`config.mk`:
```
export PLATFORM = sky130hd
export DESIGN_NAME = multicycle_controller
export DESIGN_NICKNAME = d
export VERILOG_FILES = /design/src/rtl/multicycle_controller.sv
export SDC_FILE = /design/constraint.sdc
export NUM_CORES = 1
export LEC_CHECK = 0
export BUFFER_PORTS_ARGS = -buffer_cell sky130_fd_sc_hd__buf_4
export CAP_MARGIN = 20
export CORE_UTILIZATION = 50
export CTS_BUF_LIST = sky130_fd_sc_hd__clkbuf_2
export DETAILED_ROUTE_END_ITERATION = 8
export PLACE_DENSITY = 0.74
export SYNTH_ARGS = -nofsm -noshare
export SYNTH_HDL_FRONTEND = slang
export SYNTH_SLANG_ARGS = --single-unit
export TNS_END_PERCENT = 1
```
`constraint.sdc`:
```
create_clock -name clk -period 5.7 [get_ports clk]
set_input_delay 0.57 -clock clk [delete_from_list [all_inputs] [get_ports clk]]
set_output_delay 0.57 -clock clk [all_outputs]
set_load 0.01 [all_outputs]
```
`src/rtl/multicycle_controller.sv`:
```
// Multi-cycle RV32I sequencer: fetches over a shared memory port, decodes the IR into
// datapath strobes and retires exactly one instruction per pass through the FSM.
module multicycle_controller #(
    parameter int unsigned TIMEOUT_CYCLES = 255,
    parameter logic [31:0] RESET_IR       = 32'h00000013
) (
    input  logic        clk,
    input  logic        reset,
    output logic        mem_req,
    output logic        mem_we,
    output logic        addr_sel,
    input  logic        mem_ready,
    input  logic [31:0] mem_rdata,
    output logic [31:0] instr,
    output logic [31:0] mdr,
    output logic        isALUreg,
    output logic        isJAL,
    output logic        isJALR,
    output logic        isBranch,
    output logic        isLUI,
    output logic        isAUIPC,
    output logic        isLoad,
    output logic        isStore,
    output logic [3:0]  aluControl,
    output logic        regWrite,
    output logic        pc_we,
    output logic        retire,
    output logic        halted,
    output logic        illegal,
    output logic        bus_error
);

    typedef enum logic [2:0] {
        StIdle, StFetch, StDecode, StExec, StMem, StWb, StHalt
    } state_t;

    typedef struct packed {
        logic alureg;
        logic jal;
        logic jalr;
        logic branch;
        logic lui;
        logic auipc;
        logic load;
        logic store;
    } flags_t;

    state_t      r_state;
    state_t      w_next;
    logic [31:0] r_ir;
    logic [31:0] r_mdr;
    logic [31:0] r_cnt;
    flags_t      r_flags;
    logic [3:0]  r_alu;
    logic        r_illegal;
    logic        r_bus_error;

    flags_t      w_dec_flags;
    logic [3:0]  w_dec_alu;
    logic        w_dec_legal;
    logic        w_dec_sys;
    logic [2:0]  w_funct3;
    logic        w_in_access;
    logic        w_timeout;

    assign w_funct3    = r_ir[14:12];
    assign w_in_access = (r_state == StFetch) || (r_state == StMem);
    // A ready arriving in the limit cycle completes the access instead of timing out.
    assign w_timeout   = (TIMEOUT_CYCLES != 0) && !mem_ready
                         && ((r_cnt + 32'd1) == TIMEOUT_CYCLES);

    always_comb begin
        w_dec_flags = '0;
        w_dec_alu   = 4'b0000;
        w_dec_legal = 1'b1;
        w_dec_sys   = 1'b0;
        case (r_ir[6:0])
            7'b0110111: w_dec_flags.lui   = 1'b1;
            7'b0010111: w_dec_flags.auipc = 1'b1;
            7'b1101111: w_dec_flags.jal   = 1'b1;
            7'b1100111: w_dec_flags.jalr  = 1'b1;
            7'b0000011: w_dec_flags.load  = 1'b1;
            7'b0100011: w_dec_flags.store = 1'b1;
            7'b1100011: begin
                w_dec_flags.branch = 1'b1;
                case (w_funct3)
                    3'b000, 3'b001: w_dec_alu = 4'b1000;
                    3'b100, 3'b101: w_dec_alu = 4'b0010;
                    3'b110, 3'b111: w_dec_alu = 4'b0011;
                    default:        w_dec_alu = 4'b0000;
                endcase
            end
            7'b0010011: w_dec_alu = {(w_funct3 == 3'b101) & r_ir[30], w_funct3};
            7'b0110011: begin
                w_dec_flags.alureg = 1'b1;
                w_dec_alu          = {r_ir[30], w_funct3};
            end
            7'b1110011: w_dec_sys   = 1'b1;
            default:    w_dec_legal = 1'b0;
        endcase
    end

    always_comb begin
        w_next   = r_state;
        mem_req  = 1'b0;
        mem_we   = 1'b0;
        addr_sel = 1'b0;
        pc_we    = 1'b0;
        retire   = 1'b0;
        regWrite = 1'b0;
        halted   = 1'b0;
        case (r_state)
            StIdle: w_next = StFetch;
            StFetch: begin
                mem_req = 1'b1;
                if (mem_ready)      w_next = StDecode;
                else if (w_timeout) w_next = StHalt;
            end
            StDecode: begin
                if (w_dec_sys || !w_dec_legal) w_next = StHalt;
                else                           w_next = StExec;
            end
            StExec: w_next = (r_flags.load || r_flags.store) ? StMem : StWb;
            StMem: begin
                mem_req  = 1'b1;
                addr_sel = 1'b1;
                mem_we   = r_flags.store;
                if (mem_ready)      w_next = StWb;
                else if (w_timeout) w_next = StHalt;
            end
            StWb: begin
                pc_we    = 1'b1;
                retire   = 1'b1;
                regWrite = !(r_flags.branch || r_flags.store);
                w_next   = StFetch;
            end
            StHalt:  halted = 1'b1;
            default: w_next = StIdle;
        endcase
    end

    always_ff @(posedge clk or posedge reset) begin
        if (reset) begin
            r_state     <= StIdle;
            r_ir        <= RESET_IR;
            r_mdr       <= 32'd0;
            r_cnt       <= 32'd0;
            r_flags     <= '0;
            r_alu       <= 4'b0000;
            r_illegal   <= 1'b0;
            r_bus_error <= 1'b0;
        end else begin
            r_state <= w_next;
            if (r_state == StFetch && mem_ready) r_ir <= mem_rdata;
            if (r_state == StMem && mem_ready && r_flags.load) r_mdr <= mem_rdata;

            if (w_next != r_state && (w_next == StFetch || w_next == StMem)) begin
                r_cnt <= 32'd0;
            end else if (w_in_access && !mem_ready) begin
                r_cnt <= r_cnt + 32'd1;
            end

            // Flags live only from EXEC through WB; anything heading to FETCH/HALT drops them.
            if (r_state == StDecode && w_next == StExec) begin
                r_flags <= w_dec_flags;
                r_alu   <= w_dec_alu;
            end else if (w_next == StFetch || w_next == StHalt) begin
                r_flags <= '0;
                r_alu   <= 4'b0000;
            end

            if (r_state == StDecode && !w_dec_legal) r_illegal <= 1'b1;
            if (w_in_access && w_next == StHalt) r_bus_error <= 1'b1;
        end
    end

    assign instr      = r_ir;
    assign mdr        = r_mdr;
    assign isALUreg   = r_flags.alureg;
    assign isJAL      = r_flags.jal;
    assign isJALR     = r_flags.jalr;
    assign isBranch   = r_flags.branch;
    assign isLUI      = r_flags.lui;
    assign isAUIPC    = r_flags.auipc;
    assign isLoad     = r_flags.load;
    assign isStore    = r_flags.store;
    assign aluControl = r_alu;
    assign illegal    = r_illegal;
    assign bus_error  = r_bus_error;

endmodule

```
After elaboration in Yosys (flattened, before gate mapping) --
Index checks and enable logic that the tools add are counted.
Word-level totals: flip-flop bits (word level) 113, input port bits 35, memories 0, output and inout port bits 85, bits in read-only memories 0, logic and storage cells 102, bits in writable memories 0, latch bits 0
Operators by class: order comparisons 0, div/mod/pow operators 0, muxes and demuxes 30, bitwise operators 1, shift operators 0, reduce and logical (&&, ||, !) cells 28, multiply operators 0, $add $sub $neg 1, equality and inequality tests 27
Operator list (count):
- $mux 32 | 2
- $add 32x1->32 const B | 1
- $eq 32x8->1 const B | 1
- $eq 7x7->1 const B | 4
- $eq 3x3->1 const B | 9
- $pmux 4 s3 | 2
- $eq 7x6->1 const B | 3
- $pmux 3 s6 | 1
- $mux 1 | 17
- $mux 8 | 2
- $eq 7x5->1 const B | 2
- $mux 3 | 4
- $reduce_or 10->1 | 1
- $reduce_or 2->1 | 5
- $eq 3x1->1 const B | 3
- $eq 3x2->1 const B | 3
- $logic_and 1x1->1 | 9
- $mux 4 | 2
- $eq 7x2->1 const B | 1
- $logic_not 3->1 | 2
- $logic_or 1x1->1 | 6
- $reduce_bool 2->1 | 2
- $logic_not 1->1 | 3
- $ne 3x3->1 | 1
- $and 1x1->1 | 1

Depth between registers and ports, before layout --
Gate-level depths: netlist of the first run.
word-level depth 11, depth in mapped cells 13, gate-level depth less buffers 11

Worst setup path after synthesis of the first run --
No wires, ideal clock.
kind register to register, start register r_cnt[0], end register r_cnt[0], buffers on the path 1, clock period less this slack 3.059 ns, setup time 0.128 ns, arrival 2.931 ns, cell stages (with the launch flop) 13, setup slack 2.641 ns, required time 5.572 ns, cell sequence dfrtp_1 > ha_1 > a311o_1 > a2111oi_2 > a22o_1 > o2111ai_1 > nor4_2 > nand3_1 > o21a_2 > inv_4 > mux2i_4 > buf_6 > a21oi_2
Between the ends: longest elaborated chain between the ends 10, elaborated cells on any way between the ends 15, those cells by class add/sub (1); eq/ne (4); mux (6); reduce/logical (4)
RTL lines:
- from (decl) | RTL line 52 | logic [31:0] r_cnt;
- from (signal assigned) | RTL line 160 | r_cnt <= r_cnt + 32'd1;
- $add 32x1->32 (*) | RTL line 70 | && ((r_cnt + 32'd1) == TIMEOUT_CYCLES);
- $eq 32x8->1 (*) | RTL line 70
- $logic_and 1x1->1 (*) | RTL line 70
- $mux 3 (*) | RTL line 117, 129
- $mux 3, on equally long branches | RTL line 128, 116
- $pmux 3 s6 (*) | RTL line 112 | case (r_state)
- named net w_next[2] | RTL line 49 | state_t w_next;
- $eq 3x1->1 or $eq 3x3->1 (tied branches) | RTL line 157 | if (w_next != r_state && (w_next == StFetch || w_next == StMem)) begin
- $logic_or 1x1->1 | RTL line 157
- $logic_and 1x1->1 (*) | RTL line 157
- $mux 32 or $reduce_bool 2->1 (tied branches)
Mark *: on every way through the listed nets, which the timed path passes. The rest lies on a longest branch. The select of a mux whose other input is x is not followed. A chain may end at the register's enable or synchronous reset.

Final worst setup path of the first run --
start register r_cnt[16], end register r_cnt[15]
The elaborated chain is that of the path after synthesis.

==> reports/metrics.cfg, run 1 <==
[worst_setup_path]
cp_slowest_stage_delay_ps = 720
r2r-start = r_cnt[16]
worstPathRequired_ps = 6250
crit_chain = nand4_1 > or4_1 > or3_4 > xnor2_2 > nor4_2 > nand3_1 > o21a_2 > inv_4 > mux2i_4 > buf_4 > a21oi_2
crit_type = reg2reg
endpoint_kind = flip-flop
cp_max_fo = 18
worstPathArrival_ps = 4620
critical_path.slowest_cell = mux2i_4
startpoint = r_cnt[16]
cp-start-kind = flip-flop

[final_layout]
nNetsFinal = 669
area_growth_pct = 20.7
fin_area_um2 = 7010
antenna_cells = 0
drive_gt1_share_pct = 42.6

[detailed_routing]
drt_pass1_iterations = 5
viasPerCell = 5.85
post_drt_wl_per_cell_um = 18.4
drc = 0
ant_nets = 0
via_count = 4593
wirelength_um = 14500
dr.first_iter.drc_count = 338

[pwr]
total_power_mw = 2.83
power_density_nw_per_um2 = 403
ir_drop_uv = 282
p_leak_nw = 3.03

[worst_hold_path]
hp-start = mem_rdata[3]
holdCritPathClass = in2reg

[yosys]
ys_async_sr_fraction_pct = 100
synth_edf_count = 0
synth_fp_nets = 561
synth_area_leaders = dfrtp_1, mux2_2, a21oi_2
syn_avg_cell_area_um2 = 11.1
ys_seq_area_share_pct = 48.8
netlist_instances = 524
syn_area_um2 = 5810
synth-main-ff-cell = dfrtp_1
synth_area_leader_cell = dfrtp_1
synthDominantCellAreaShare_pct = 47.4
synth-seq-cells = 113
synth.distinct_cells = 70
yosysWarnings = 0

[floorplan]
core_area_um2 = 11100
start_util_pct = 52.4
ios = 120
die_height_um = 110
die-area_um2 = 12000
die_w_um = 110
rows = 38

[global_routing]
overflow = 0
grt_pass1_vias = 4668
grt.total_usage_pct = 25.8
grt_antenna_before_repair = 0
grt_pass1_wl_um = 23500
grt_max_degree = 80

[placement]
dp_hpwl_um = 10000
gp_congestion = 0.900
pre_cts_ws_ps = 1680
portBuffers = 119
dpl-instance-area_um2 = 6730

[cts]
cts_tree = built
cts-buffers-inserted = 17
cts_root_buf = clkbuf_2
h-tree-depth = 4
clkSlewWorstSetupHoldPaths_ps = 180
insertion_delay_ps = 710
cts_resized = 0
clockBufferDepth = 2
cts.sinks = 113

[sta]
worstMarginPinSlew_ps = 1030
fin_skew_ps = 41.7
final.min_clock_period_ps = 4070
finalHoldViolCount = 0
tns_ps = 0
rsz0062_at_grt = no
slew-limit-headroom_pct = 31.0
fmax_mhz = 246
setup_violations = 0
period_share_pct = 71.4
drv_slew = 0
finalWorstSetupSlack_ps = 1630

[run]
maxCapViolCount = 0

[status]
status = finished clean

## where the power goes
group / internal (mW) / total (mW) / switching [mW]
logic: 0.485 / 1.12 / 0.632
clock network: 0.253 / 0.568 / 0.315
registers: 0.974 / 1.14 / 0.169
total: 1.71 / 2.83 / 1.12
## cell usage after synthesis (4+ instances only)
library cell	instances
dfrtp_1	110
mux2_2	62
nand2_1	41
a21oi_2	30
nor2_1	29
xnor2_1	21
nand3_1	17
xor2_1	16
clkbuf_1	14
nand4_1	14
nor3_1	12
a21oi_1	11
buf_2	10
and3_1	9
o21ai_0	7
and2_1	6
and4_1	6
buf_1	6
inv_1	6
nand2b_1	6
nor4_1	6
o22ai_1	6
or3_1	5
a31oi_1	4
buf_4	4
nor2b_1	4
## timing repair
| action | CTS | global route |
|---|---|---|
| buffers inserted | 0 | 0 |
| endpoints found under the setup margin | 0 | 0 |
| hold endpoints to repair | 32 | 0 |
| hold buffers | 1 | 0 |
## path summary, 6_finish.rpt
| path | to | slack [ps] | cells past startpoint |
|---|---|---|---|
| setup / recovery | r_cnt[15] | 1630 | 11 |
| hold / removal | instr[3] | 70 | 3 |
| setup reg to reg | r_cnt[15] | 1630 | 11 |
| hold reg to reg | illegal | 510 | 1 |
| max in group asynchronous | instr[4] | 4270 | 5 |
| min in group asynchronous | instr[9] | 400 | 3 |
## per-stage QoR
| stage | hold slack (ps) | utilization, % | cells |
|---|---|---|---|
| 2_1_floorplan | 506 | - | 524 |
| 5_1_grt | 29.9 | 63.3 | 785 |
| 4_1_cts | 34.1 | 63.0 | 784 |
| 3_5_place_dp | 467 | 60.7 | 751 |
| 3_3_place_gp | 469 | 60.7 | 751 |
| 6_report | 65.9 | 63.3 | 785 |
## cell usage in the layout (no fill, tap or decap), drive strengths merged, types with 14 or more instances in the layout
cell,n
xor2,16
nand3,19
nor2,29
a21oi,41
nor3,14
xnor2,22
nand4,15
dfrtp,110
mux2,63
buf,125
clkbuf,22
nand2,41
## cell type report
cell class	count	area, um2
clock buffers	22	110
fillers	909	4070
well taps	140	175
flip-flops and latches	113	2830
repair buffers	126	968
clock inverters	10	138
inverters	8	35.0
multi-input cells	366	2750
## critical path, delay by kind of cell (launching register included)
family	cells	cell delay, ps
simple gates	5	1690
buf+inv	2	490
flops	1	530
compound gates	2	360
xor+xnor	1	140
mux	1	720
## sequential cells by signal, indices dropped and copies added, names as in the netlist, 3 cells and up
signal and flops:
instr 32, aluControl 4, r_cnt 32, r_state 3
mdr 32
## cell families after synthesis
logic type / Yosys count / share of synthesized area (%)
AOI/OAI and AO/OA: 87 / 11.9
xor gates and xnor gates: 38 / 5.86
adders and majority gates: 2 / 0.431
buffers and inverters: 45 / 3.81
DFF: 113 / 48.8
muxes: 65 / 12.8
and+or+nand+nor: 174 / 16.5
## routing by layer
| layer | track usage [%] | routed length (um) | part of all wire [%] |
|---|---|---|---|
| met4 | 9.24 | 189 | 1.3 |
| met2 | 40.7 | 6860 | 47 |
| met5 | 0 | 0 | 0 |
| met3 | 11.7 | 1480 | 10 |
| met1 | 31.0 | 5920 | 41 |
No activity file was read; power rests on OpenSTA's default activity.
==> run 2, diff against run 1 <==
Settings changed: PLACE_DENSITY 0.74 to 0.77.
Clock period 5.7 ns to 3.4 ns, I/O delays scaled along.
==> run 2 against run 1 <==
First-iteration DRC count increased by 32%. Critical path depth is the same. Cell count grew 6.4%. Wire length grew 9.0%. Worst setup slack got worse by 1500 ps.
==> reports/metrics.cfg, run 2 (synthesis results as in run 1) <==
[status]
status = finished clean  ; unchanged

[floorplan]
start_util_pct = 52.4  ; unchanged
die_w_um = 110  ; unchanged
core_area_um2 = 11100  ; unchanged
die_height_um = 110  ; unchanged
ios = 120  ; unchanged
die-area_um2 = 12000  ; unchanged
rows = 38  ; unchanged

[worst_setup_path]
r2r_setup_slack_ps = 160  ; was 1630 ps
endpoint_kind = flip-flop  ; unchanged
crit_chain = nand4_1 > or4_1 > or3_4 > xnor2_2 > nor4_2 > nand3_1 > o21a_2 > inv_4 > mux2i_4 > buf_12 > a21oi_1  ; was nand4_1 > or4_1 > or3_4 > xnor2_2 > nor4_2 > nand3_1 > o21a_2 > inv_4 > mux2i_4 > buf_4 > a21oi_2
startpoint = r_cnt[26]  ; was r_cnt[16]
cp.depth = 11  ; unchanged
crit_end = r_cnt[30]  ; was r_cnt[15]
critPathTopFamily = simple AND/OR/NAND/NOR gates  ; unchanged
path_buf_inv = 2  ; unchanged
critical_path.slowest_cell = or4_1  ; was mux2i_4
r2r_end = r_cnt[30]  ; was r_cnt[15]
crit_type = reg2reg  ; unchanged
worstPathRequired_ps = 3980  ; was 6250 ps
cp_slowest_stage_delay_ps = 600  ; was 720 ps
cp-start-kind = flip-flop  ; unchanged
rr_worst_depth = 11  ; unchanged
r2r-start = r_cnt[26]  ; was r_cnt[16]
worstPathArrival_ps = 3820  ; was 4620 ps
cp_max_fo = 17  ; was 18

[detailed_routing]
drt_pass1_iterations = 5  ; unchanged
wirelength_um = 15800  ; was 14,500 um
via_count = 4827  ; was 4,593
post_drt_wl_per_cell_um = 18.9  ; was 18.4 um
ant_nets = 0  ; unchanged
drc = 0  ; unchanged
dr.first_iter.drc_count = 446  ; was 338
viasPerCell = 5.78  ; was 5.85

[sta]
finalWorstSetupSlack_ps = 155  ; was 1630 ps
period_share_pct = 95.4  ; was 71.4%
final.min_clock_period_ps = 3240  ; was 4070 ps
slew-limit-headroom_pct = 44.8  ; was 31.0%
hold_ws_ps = 197  ; was 65.9 ps
finalHoldViolCount = 0  ; unchanged
worstMarginPinSlew_ps = 817  ; was 1030 ps
setup_violations = 0  ; unchanged
rsz0062_at_grt = no  ; unchanged
fin_skew_ps = 31.6  ; was 41.7 ps
drv_slew = 0  ; unchanged
fmax_mhz = 308  ; was 246 MHz
tns_ps = 0  ; unchanged

[final_layout]
multi_input_comb_area_um2 = 2750  ; unchanged
seqCellArea_um2 = 2840  ; was 2830 um2
drive_gt1_share_pct = 42.9  ; was 42.6%
layout_common_cells = buf_4, dfrtp_1, mux2_2  ; unchanged
fin_area_um2 = 7530  ; was 7010 um2
nNetsFinal = 719  ; was 669
area_growth_pct = 29.8  ; was 20.7%
fillCellCount = 786  ; was 909
layout_commonest_cell = buf_4  ; unchanged
antenna_cells = 0  ; unchanged

[worst_hold_path]
holdCritPathClass = in2reg  ; unchanged

[cts]
cts_root_buf = clkbuf_2  ; unchanged
clockBufferDepth = 2  ; unchanged
cts-buffers-inserted = 17  ; unchanged
h-tree-depth = 4  ; unchanged
insertion_delay_ps = 710  ; about the same
cts_tree = built  ; unchanged
cts.sinks = 113  ; unchanged
clkSlewWorstSetupHoldPaths_ps = 180  ; about the same

[global_routing]
grt_max_degree = 64  ; was 80
overflow = 0  ; unchanged
grt_antenna_before_repair = 0  ; unchanged
grt.total_usage_pct = 27.9  ; was 25.8%
grt_pass1_vias = 4912  ; was 4,668
grt_pass1_wl_um = 25000  ; was 23,500 um

[pwr]
total_power_mw = 5.14  ; was 2.83 mW
power_density_nw_per_um2 = 682  ; was 403 nW/um2
p_leak_nw = 3.26  ; was 3.03 nW
ir_drop_uv = 497  ; was 282 uV

[placement]
pre_cts_ws_ps = 175  ; was 1680 ps
gp_congestion = 0.940  ; was 0.900
dp_hpwl_um = 10400  ; was 10,000 um
portBuffers = 119  ; unchanged
dpl-instance-area_um2 = 6900  ; was 6730 um2

[run]
maxCapViolCount = 0  ; unchanged

## run 2: routing by layer
layer / up-vias / global-route usage (%) / share of wire, %
met5: - / 0 / 0
met4: 0 / 9.52 / 2.1
met3: 29 / 12.3 / 9.1
met2: 219 / 42.9 / 46
met1: 2366 / 35.1 / 42
li1: 2213 / - / -
## run 2: power breakdown
part	internal (mW)	switching [mW]	leakage, nW
Clock	0.495	0.576	0.158
Combinational	0.967	1.18	1.66
Sequential	1.63	0.288	1.44
## run 2: area by class of cell
type,count,area share [%]
flip-flops and latches,113,37.6
multi-input cells,366,36.5
repair buffers,176,19.1
clock inverters,14,2.69
well taps,140,2.32
clock buffers,18,1.20
inverters,8,0.465
## run 2: worst register-to-register path: cells and delay by family (launching register included)
kind                   cells  cell delay, ps
AND/OR/NAND/NOR            5            1580
flip-flops                 1             460
AO/OA/AOI/OAI              2             360
buffers and inverters      2             290
multiplexers               1             290
XOR/XNOR                   1             150
## run 2: metrics by stage
step	util, %	std cells
after floorplan	-	524
after global placement	62.3	769
after detailed placement	62.3	769
after CTS	67.9	834
after global routing	68.0	835
final	68.0	835
## run 2: what timing repair did
action                                 4_1_cts  5_1_grt
hold buffers                                33        0
setup buffers                                0        1
resized for setup                            0        4
endpoints found under the hold margin      126        0
setup endpoints to repair                    0       13
## run 2: how the worst min path moves through the flow
stage / from / cells past startpoint / end
2_1_floorplan: mem_rdata[3] / 2 / instr[3]
4_1_cts: mem_ready / 5 / r_state[0]
3_5_place_dp: illegal / 1 / illegal
5_1_grt: mem_ready / 5 / r_state[0]
6_report: mem_ready / 5 / r_state[0]
3_3_place_gp: illegal / 1 / illegal
==> run 3, diff against run 2 <==
Settings changed: ABC_AREA set to 1, PLACE_DENSITY 0.77 to 0.76.
==> run 3 against run 2 <==
Utilization decreased by 1.8 points. Sequential share of layout area shrank 0.85 points. Sequential power is essentially flat. Wire length rose by 0.67%. Global-route usage shrank 0.96 points. Die area increased by 4.7%. Via count is 21% higher. Largest cell class unchanged.
==> reports/metrics.cfg, run 3 <==
[placement]
dpl-instance-area_um2 = 7110  ; was 6900 um2
pre_cts_ws_ps = 376  ; was 175 ps
gp_congestion = 0.894  ; was 0.940
dp_hpwl_um = 10900  ; was 10,400 um
portBuffers = 119  ; unchanged

[global_routing]
met1_usage_pct = 35.0  ; was 35.1%
overflow = 0  ; unchanged
grt_max_degree = 63  ; was 64
grt.total_usage_pct = 27.0  ; was 27.9%
grt_antenna_before_repair = 0  ; unchanged
grt_pass1_wl_um = 26800  ; was 25,000 um
grt_use_met3_pct = 8.53  ; was 12.3%
grt_use_met2_pct = 43.7  ; was 42.9%
top_usage_layer = met2  ; unchanged
grt_pass1_vias = 5619  ; was 4,912

[sta]
final.min_clock_period_ps = 3060  ; was 3240 ps
drv_slew = 0  ; unchanged
worstMarginPinSlew_ps = 797  ; was 817 ps
fin_skew_ps = 33.0  ; was 31.6 ps
fmax_mhz = 326  ; was 308 MHz
period_share_pct = 90.1  ; was 95.4%
slew-limit-headroom_pct = 46.9  ; was 44.8%
finalWorstSetupSlack_ps = 337  ; was 155 ps
setup_violations = 0  ; unchanged
finalHoldViolCount = 0  ; unchanged

[worst_setup_path]
rr_worst_depth = 19  ; was 11
cp_max_fo = 20  ; was 17
cp-start-kind = flip-flop  ; unchanged
worstPathRequired_ps = 3950  ; was 3980 ps
crit_type = reg2reg  ; unchanged
r2r-start = r_cnt[1]  ; was r_cnt[26]
worstPathArrival_ps = 3610  ; was 3820 ps
endpoint_kind = flip-flop  ; unchanged
r2r_setup_slack_ps = 340  ; was 160 ps
r2r_end = r_cnt[14]  ; was r_cnt[30]

[yosys]
synth-seq-cells = 113  ; unchanged
synth_fp_nets = 883  ; was 561
synth_area_leaders = dfrtp_1, nand2_1, nor2_1  ; was dfrtp_1, mux2_2, a21oi_2
synth-main-ff-cell = dfrtp_1  ; unchanged
yosysMostFrequentCell = nand2_1  ; was dfrtp_1
syn_area_um2 = 6080  ; was 5810 um2
synth_area_leader_cell = dfrtp_1  ; unchanged
ys_async_sr_fraction_pct = 100  ; unchanged
synth.distinct_cells = 35  ; was 70
ys_seq_area_share_pct = 46.5  ; was 48.8%
netlist_instances = 846  ; was 524
syn_avg_cell_area_um2 = 7.19  ; was 11.1 um2
synth_common_cells = nand2_1, nor2_1, dfrtp_1  ; was dfrtp_1, mux2_2, nand2_1
synthDominantCellAreaShare_pct = 45.2  ; was 47.4%
yosysWarnings = 0  ; unchanged
synth_edf_count = 0  ; unchanged

[worst_hold_path]
holdCritPathClass = in2async  ; was in2reg

[final_layout]
antenna_cells = 0  ; unchanged
layout_commonest_cell = nand2_1  ; was buf_4
drive_gt1_share_pct = 19.6  ; was 42.9%
nNetsFinal = 1035  ; was 719
fin_area_um2 = 7690  ; was 7530 um2
fin_util_pct = 66.3  ; was 68.0%
layout_common_cells = nand2_1, buf_4, nor2_1  ; was buf_4, dfrtp_1, mux2_2
area_growth_pct = 26.5  ; was 29.8%

[pwr]
p_comb_share_pct = 43.6  ; was 41.7%
p_seq_share_pct = 38.6  ; was 37.4%
switching_power_mw = 2.17  ; was 2.04 mW
total_power_mw = 4.98  ; was 5.14 mW
p_leak_nw = 4.03  ; was 3.26 nW
clockPowerShare_pct = 17.8  ; was 20.9%
p_int_mw = 2.81  ; was 3.10 mW
power_density_nw_per_um2 = 647  ; was 682 nW/um2
ir_drop_uv = 475  ; was 497 uV
p_sw_share_pct = 43.6  ; was 39.7%

[detailed_routing]
post_drt_wl_per_cell_um = 13.7  ; was 18.9 um
drc = 0  ; unchanged
viasPerCell = 5.06  ; was 5.78
wirelength_um = 15900  ; was 15,800 um
via_count = 5834  ; was 4,827
drt_pass1_iterations = 5  ; unchanged
dr.first_iter.drc_count = 392  ; was 446
ant_nets = 0  ; unchanged

[cts]
h-tree-depth = 4  ; unchanged
cts-buffers-inserted = 17  ; unchanged
clkSlewWorstSetupHoldPaths_ps = 190  ; was 180 ps
insertion_delay_ps = 680  ; was 710 ps
cts_root_buf = clkbuf_2  ; unchanged
cts_tree = built  ; unchanged
cts.sinks = 113  ; unchanged
clockBufferDepth = 2  ; unchanged

[floorplan]
die-area_um2 = 12600  ; was 12,000 um2
ios = 120  ; unchanged
core_area_um2 = 11600  ; was 11,100 um2
start_util_pct = 52.4  ; about the same
die_w_um = 112  ; was 110 um
rows = 39  ; was 38
die_height_um = 112  ; was 110 um

[run]
maxCapViolCount = 0  ; unchanged

[status]
status = finished clean  ; unchanged

[run 3: cell types whose count changed after synthesis, moves of 16 or more]
cell     delta
nand2_1   +232
nor2_1     +93
mux2_2     -56
nand3_1    +16
inv_1      +84
a21oi_2    -30
xnor2_1    -20
o21ai_0    +73
[run 3: cell families (layout without fill, tap and decap cells)]
kind of cell    count (synthesis)  count (layout)  share of synthesized area, %
simple gates                  485             485                          33.5
flops                         113             113                          46.5
buf+inv                       127             292                          8.31
compound gates                105             105                          8.97
mux                             8               8                          1.44
fa+ha+maj                       2               2                         0.411
xor+xnor                        6               6                         0.864
[run 3: per-stage QoR]
stage	setup TNS (ps)	std cells	hold WS, ps
6_report	0	1154	376
5_1_grt	-33.0	1154	388
4_1_cts	0	1154	348
3_5_place_dp	0	1088	456
3_3_place_gp	0	1088	458
2_1_floorplan	0	846	458
[run 3: cell type report]
class                           count  area (um2)
Fill cell                         982        3920
Clock buffer                       19        95.1
Clock inverter                     13         140
Tap cell                          143         179
Timing Repair Buffer              160        1310
Sequential cell                   113        2830
Inverter                          100         378
Multi-Input combinational cell    606        2760
[run 3: worst max-delay path by stage]
| stage | startpoint | to | slack [ps] |
|---|---|---|---|
| 6_report | r_cnt[1] | r_cnt[14] | 340 |
| 5_1_grt | r_cnt[1] | r_cnt[14] | -10 |
| 4_1_cts | r_cnt[1] | r_cnt[7] | 340 |
| 3_5_place_dp | r_cnt[1] | r_cnt[16] | 380 |
| 3_3_place_gp | r_cnt[1] | r_cnt[7] | 510 |
| 2_1_floorplan | reset | aluControl[0] | 80 |
[run 3: worst max-delay path, cell delays in order (launching register included)]
cell and delay, ps:
dfrtp_1 440, ha_1 230, nand2_1 80, nor2_2 160, nand2_1 140, nor2_2 260, nand2_1 80, nand2_1 60
nand2_1 50, nor2_1 90, nand2_1 60, nor2_1 170, nand4_1 170, nand2_2 150, inv_2 50, nand2_1 80
nand2_2 70, nor2_4 350, buf_12 210, nor2_1 50
[run 3: power by group through the flow]
stage	Clock (mW)	Sequential (mW)	Combinational, mW
6_report	0.888	1.92	2.17
5_1_grt	0.969	1.96	2.45
3_3_place_gp	0	1.93	2.08
2_1_floorplan	0	1.94	1.41
4_1_cts	0.903	1.91	2.15
3_5_place_dp	0	1.93	2.11
[run 3: timing repair]
item / in CTS / in global routing
endpoints found under the setup margin: 0 / 1
resized for setup: 0 / 1
setup buffers: 0 / 0
hold endpoints to repair: 126 / 0
hold buffers: 34 / 0
[run 3: routing by layer]
metal | share of wire [%] | routed length (um)
met3 | 6.9 | 1090
met4 | 1.4 | 227
met1 | 46 | 7240
met5 | 0 | 0
met2 | 46 | 7310
